File: src/rtl/cpu_nn_pkg.sv
// Shared CPU_NN definitions for the writeback path.
//   WB_ADDR_WIDTH / WB_DATA_WIDTH : register-file write port geometry
//   SRC_REQ0 / SRC_REQ1           : requester encoding used for sel, grant and out_src
//   wb_state_e                    : output-stage occupancy (EMPTY / FULL)
package cpu_nn_pkg;

  localparam int WB_ADDR_WIDTH = 6;
  localparam int WB_DATA_WIDTH = 32;

  localparam logic SRC_REQ0 = 1'b0;  // ALU / load path
  localparam logic SRC_REQ1 = 1'b1;  // neuron / multiply unit

  typedef enum logic {
    WB_EMPTY = 1'b0,
    WB_FULL  = 1'b1
  } wb_state_e;

endpackage

File: src/rtl/mux32x2_6bits.sv
// Two-input multiplexer used on the writeback address and data paths.
//   i_in0 / i_in1 : candidate values
//   i_sel         : 0 picks i_in0, 1 picks i_in1
//   o_out         : selected value
// WIDTH defaults to the 6-bit register address; the data path instantiates
// it at the full data width.
module mux32x2_6bits #(
  parameter int WIDTH = 6
) (
  input  logic [WIDTH-1:0] i_in0,
  input  logic [WIDTH-1:0] i_in1,
  input  logic             i_sel,
  output logic [WIDTH-1:0] o_out
);

  assign o_out = i_sel ? i_in1 : i_in0;

endmodule

File: src/rtl/rr_arb2.sv
// Two-requester round-robin arbiter with a last-grant register.
//   i_clk, i_reset_n : clock, asynchronous active-low reset
//   i_req0, i_req1   : request lines
//   i_accept         : the current grant was taken this cycle
//   o_grant_valid    : at least one request is present
//   o_grant          : winning requester (meaningful only with o_grant_valid)
//   o_sel            : mux select; follows o_grant, holds last grant when idle
module rr_arb2
  import cpu_nn_pkg::*;
(
  input  logic i_clk,
  input  logic i_reset_n,
  input  logic i_req0,
  input  logic i_req1,
  input  logic i_accept,
  output logic o_grant_valid,
  output logic o_grant,
  output logic o_sel
);

  // Reset to requester 1 so requester 0 wins the first contention.
  logic r_last_grant;

  always_comb begin
    o_grant_valid = i_req0 | i_req1;
    o_grant       = SRC_REQ0;
    if (i_req0 && i_req1) begin
      o_grant = ~r_last_grant;
    end else if (i_req1) begin
      o_grant = SRC_REQ1;
    end
    o_sel = o_grant_valid ? o_grant : r_last_grant;
  end

  // Priority only rotates on an actual transfer, never on idle cycles.
  always_ff @(posedge i_clk or negedge i_reset_n) begin
    if (!i_reset_n) begin
      r_last_grant <= SRC_REQ1;
    end else if (i_accept) begin
      r_last_grant <= o_grant;
    end
  end

endmodule

File: src/rtl/wb_port_arbiter.sv
// Arbitrates the ALU/load path (requester 0) and the neuron/multiply unit
// (requester 1) onto the single register-file write port.
//   clk, reset_n                      : clock, asynchronous active-low reset
//   req0_valid/addr/data, req0_ready  : requester 0 write channel
//   req1_valid/addr/data, req1_ready  : requester 1 write channel
//   sel                               : combinational mux select (0 = req0)
//   out_valid/addr/data/src, out_ready: registered write toward register file
//   dbg_state                         : output-stage occupancy (EMPTY / FULL)
//
// Handshake: a transfer happens on a rising edge where valid and ready are
// both high. Ready may depend on valid; valid never depends on ready. A
// requester holds valid and its payload stable until it sees ready. At most
// one requester is ready in any cycle. Downstream, out_* are held stable
// while out_valid is high and out_ready is low.
//
// Writes to register 0 are accepted (consumed) but never reach the output.
module wb_port_arbiter
  import cpu_nn_pkg::*;
#(
  parameter int ADDR_WIDTH = WB_ADDR_WIDTH,
  parameter int DATA_WIDTH = WB_DATA_WIDTH
) (
  input  logic                  clk,
  input  logic                  reset_n,
  input  logic                  req0_valid,
  input  logic [ADDR_WIDTH-1:0] req0_addr,
  input  logic [DATA_WIDTH-1:0] req0_data,
  output logic                  req0_ready,
  input  logic                  req1_valid,
  input  logic [ADDR_WIDTH-1:0] req1_addr,
  input  logic [DATA_WIDTH-1:0] req1_data,
  output logic                  req1_ready,
  output logic                  sel,
  output logic                  out_valid,
  output logic [ADDR_WIDTH-1:0] out_addr,
  output logic [DATA_WIDTH-1:0] out_data,
  output logic                  out_src,
  input  logic                  out_ready,
  output wb_state_e             dbg_state
);

  wb_state_e             r_state;
  wb_state_e             w_state_nxt;
  logic [ADDR_WIDTH-1:0] r_addr;
  logic [DATA_WIDTH-1:0] r_data;
  logic                  r_src;

  logic                  w_grant_valid;
  logic                  w_grant;
  logic                  w_sel;
  logic                  w_free;
  logic                  w_accept;
  logic                  w_write;
  logic [ADDR_WIDTH-1:0] w_mux_addr;
  logic [DATA_WIDTH-1:0] w_mux_data;

  // The output slot can take a new entry when empty, or when the current
  // entry is leaving this same cycle.
  assign w_free   = (r_state == WB_EMPTY) | out_ready;
  assign w_accept = w_free & w_grant_valid;
  // Register 0 is hard-wired: the write is consumed but not forwarded.
  assign w_write  = w_accept & (w_mux_addr != '0);

  rr_arb2 u_arb (
    .i_clk         (clk),
    .i_reset_n     (reset_n),
    .i_req0        (req0_valid),
    .i_req1        (req1_valid),
    .i_accept      (w_accept),
    .o_grant_valid (w_grant_valid),
    .o_grant       (w_grant),
    .o_sel         (w_sel)
  );

  mux32x2_6bits #(.WIDTH(ADDR_WIDTH)) u_addr_mux (
    .i_in0 (req0_addr),
    .i_in1 (req1_addr),
    .i_sel (w_sel),
    .o_out (w_mux_addr)
  );

  mux32x2_6bits #(.WIDTH(DATA_WIDTH)) u_data_mux (
    .i_in0 (req0_data),
    .i_in1 (req1_data),
    .i_sel (w_sel),
    .o_out (w_mux_data)
  );

  assign req0_ready = w_accept & (w_grant == SRC_REQ0);
  assign req1_ready = w_accept & (w_grant == SRC_REQ1);
  assign sel        = w_sel;

  always_comb begin
    w_state_nxt = r_state;
    case (r_state)
      WB_EMPTY: begin
        if (w_write) w_state_nxt = WB_FULL;
      end
      WB_FULL: begin
        // A replacing write keeps the slot full for back-to-back throughput.
        if (out_ready) w_state_nxt = w_write ? WB_FULL : WB_EMPTY;
      end
      default: w_state_nxt = WB_EMPTY;
    endcase
  end

  always_ff @(posedge clk or negedge reset_n) begin
    if (!reset_n) begin
      r_state <= WB_EMPTY;
      r_addr  <= '0;
      r_data  <= '0;
      r_src   <= SRC_REQ0;
    end else begin
      r_state <= w_state_nxt;
      if (w_write) begin
        r_addr <= w_mux_addr;
        r_data <= w_mux_data;
        r_src  <= w_grant;
      end
    end
  end

  assign out_valid = (r_state == WB_FULL);
  assign out_addr  = r_addr;
  assign out_data  = r_data;
  assign out_src   = r_src;
  assign dbg_state = r_state;

endmodule

File: config.mk
export PLATFORM = sky130hd
export DESIGN_NAME = wb_port_arbiter
export DESIGN_NICKNAME = d
export VERILOG_FILES = /design/src/rtl/cpu_nn_pkg.sv /design/src/rtl/mux32x2_6bits.sv /design/src/rtl/rr_arb2.sv /design/src/rtl/wb_port_arbiter.sv
export SDC_FILE = /design/constraint.sdc
export NUM_CORES = 1
export LEC_CHECK = 0
export BUFFER_PORTS_ARGS = -buffer_cell sky130_fd_sc_hd__clkbuf_2
export CORE_ASPECT_RATIO = 1.75
export CORE_MARGIN = 8
export CORE_UTILIZATION = 45
export DETAILED_ROUTE_END_ITERATION = 8
export PLACE_DENSITY = 0.82
export SYNTH_ARGS = -nofsm -noshare
export SYNTH_HDL_FRONTEND = slang
export SYNTH_HIERARCHICAL = 1
export SYNTH_SLANG_ARGS = --single-unit
File: constraint.sdc
create_clock -name clk -period 3.93 [get_ports clk]
set_clock_uncertainty 0.2 [all_clocks]
set_input_delay 0.5895 -clock clk [delete_from_list [all_inputs] [get_ports clk]]
set_output_delay 0.5895 -clock clk [all_outputs]
set_load 0.01 [all_outputs]
==> impl_metrics.py <==
metrics = {
    "pwr": {
        "switchingPower_mw": 0.401,
        "internal-power_mw": 0.933,
        "pwr-share-comb_pct": 37.1,
        "power_frac_seq_pct": 42.7,
        "power_leakage_nw": 1.57,
        "sw_frac_of_total_pct": 30.1,
        "p_per_area_nw_per_um2": 453,
        "irDropWorstVdd_mv": 0.302,
        "clockPowerShare_pct": 20.2,
    },
    "finish": {
        "final_area_um2": 2950,
        "fill_cells": 412,
        "n_antenna_cell": 0,
        "final_cell_mix": "clkbuf_2, dfrtp_1, mux2_4",
        "syn_to_final_growth_pct": 30.3,
        "nets": 347,
        "drive_above_1_share_pct": 77.8,
        "final_cells": 320,
        "final_common_cell": "clkbuf_2",
    },
    "worst_setup_path": {
        "worstReg2RegEnd": "out_data[21]",
        "endpoint_kind": "register",
        "path_delay_family": "multiplexers",
        "crit_start": "u_arb/r_last_grant",
        "crit_buf_inv": 1,
        "arrival_ns": 3.04,
        "critPathMaxStageDelay_ns": 0.59,
        "crit_path_cell_trace": "nor2_1 > a21oi_4 > mux2_4 > or4_4 > o311ai_4 > buf_4 > mux2_2",
        "worstSetupPathType": "register to register",
        "critPathLaunchType": "register",
        "rr_startpoint": "u_arb/r_last_grant",
        "cp_slowest_cell": "dfstp_2",
        "worstSetupPathDepth": 7,
        "rrSetupSlack_ns": 0.86,
        "reg2reg_depth": 7,
        "cp_max_fo": 23,
        "crit_required_ns": 3.90,
    },
    "timing": {
        "max_freq_mhz": 326,
        "timing.hold.ws_ns": 0.260,
        "max_slew_margin_pct": 34.3,
        "timing.final.hold_violations": 0,
        "worst_slew_pin_slew_ns": 0.986,
        "fin_crit_sh_pct": 78.1,
        "slew_viol_final": 0,
        "rsz0062_at_grt": "false",
        "fin_tns_setup_ns": 0,
        "final.min_clock_period_ns": 3.07,
        "setup-violations-final": 0,
        "fin_ws_ns": 0.859,
    },
    "clock_network": {
        "cts_tree": "yes",
        "cts.sinks": 41,
        "postCtsSetupRepairBufs": 0,
        "cts_buffer_depth": 2,
        "clock_latency_ns": 0.28,
        "cts_hold_buf": 0,
        "cts_htree_levels": 2,
        "cts-resized-gates": 0,
        "numCtsBuffers": 5,
        "clk_pin_slew_ns": 0.07,
        "cts_root_buf": "clkbuf_8",
    },
    "logic_synthesis": {
        "seq_area_frac_synth_pct": 45.4,
        "synth_edf_count": 0,
        "syn_nets": 223,
        "yosysWarnings": 6,
        "async_flop_share_pct": 100,
        "syn_area_per_cell_um2": 15.9,
        "synthCells": 142,
        "synth_area_um2": 2260,
        "ys.flop_type": "dfrtp_1",
        "synth.distinct_cells": 22,
        "ys_ff_latch": 41,
    },
    "floorplan": {
        "fp.dieArea_um2": 7640,
        "core_um2": 4890,
        "io_pins": 125,
        "die_x_um": 69.6,
        "core.rowCount": 34,
        "die_h_um": 110,
        "start_util_pct": 46.2,
    },
    "route": {
        "avgRoutedWirePerCell_um": 17.7,
        "drt-vias-per-instance": 5.08,
        "drt_iter0_drc": 24,
        "routed_wl_um": 5670,
        "drc": 0,
        "firstDrtPassIters": 4,
        "drtAntennaViolNets": 0,
        "via_count": 1626,
    },
    "grt": {
        "grt_pass1_vias": 1862,
        "grt_use_total_pct": 14.6,
        "antenna_found_initial": 0,
        "grt_pass1_wl_um": 9000,
        "overflow": 0,
        "grt_max_degree": 42,
    },
    "place": {
        "gp_congestion": 0.677,
        "place_ws_ns": 0.770,
        "placed_area_um2": 2860,
        "placed_cells": 313,
        "dp_hpwl_um": 4780,
        "port_buffers": 124,
    },
    "min_path": {
        "hold_path_class": "primary input to async pin",
    },
    "run": {
        "drv_cap": 0,
    },
    "outcome": {
        "status": "completed",
    },
}
## power groups by stage
stage	clock, mW	sequential, mW	combinational [mW]
after floorplan	0	0.617	0.290
after global placement	0	0.573	0.489
after detailed placement	0	0.577	0.506
after CTS	0.279	0.571	0.506
after global routing	0.298	0.584	0.532
final	0.270	0.569	0.496
## cell type report
class                           count  area [um^2]  area share (%)
Tap cell                           54         67.6            2.29
Multi-Input combinational cell     90         1110            37.8
Clock buffer                        7         86.3            2.93
Sequential cell                    41         1030            34.9
Timing Repair Buffer              128          651            22.1
## how the worst max path moves through the flow
| stage | to | slack, ns |
|---|---|---|
| after global placement | out_data[12] | 0.83 |
| after global routing | out_data[15] | 0.75 |
| after CTS | out_data[12] | 0.85 |
| after floorplan | out_data[22] | 0.72 |
| after detailed placement | out_data[12] | 0.77 |
| final | out_data[21] | 0.86 |
## metrics by stage
stage	power (mW)	utilization, %
final	1.33	60.2
after global routing	1.41	60.2
after CTS	1.36	60.2
after detailed placement	1.08	58.4
after global placement	1.06	58.4
after floorplan	0.907	-
## sequential cells by signal, indices dropped and copies added (netlist names)
register and count:
out_addr 6, dbg_state 1, out_src 1, u_arb/r_last_grant 1, out_data 32
## synthesized netlist by cell type, types with 3 or more instances
cell type	n	area share [%]
mux2_4	37	25
dfrtp_1	40	44
buf_12	3	2.7
mux2_2	31	15
mux2_1	4	2.0
buf_6	4	2.0
a22o_1	6	2.3
buf_4	3	1.0
## kinds of logic after synthesis
kind of cell | count (synthesis) | synth area share (%)
AO/OA/AOI/OAI | 10 | 4.54
buffers and inverters | 11 | 5.81
flip-flops | 41 | 45.4
multiplexers | 72 | 42.0
AND/OR/NAND/NOR | 8 | 2.21
## layer usage
metal | track usage, % | part of all wire [%] | vias up
li1 | - | - | 757
met1 | 12.6 | 33 | 790
met2 | 29.2 | 59 | 73
met3 | 5.87 | 7.4 | 6
met4 | 5.45 | 1.2 | 0
met5 | 0 | 0 | -
No activity file was read; power rests on OpenSTA's default activity.
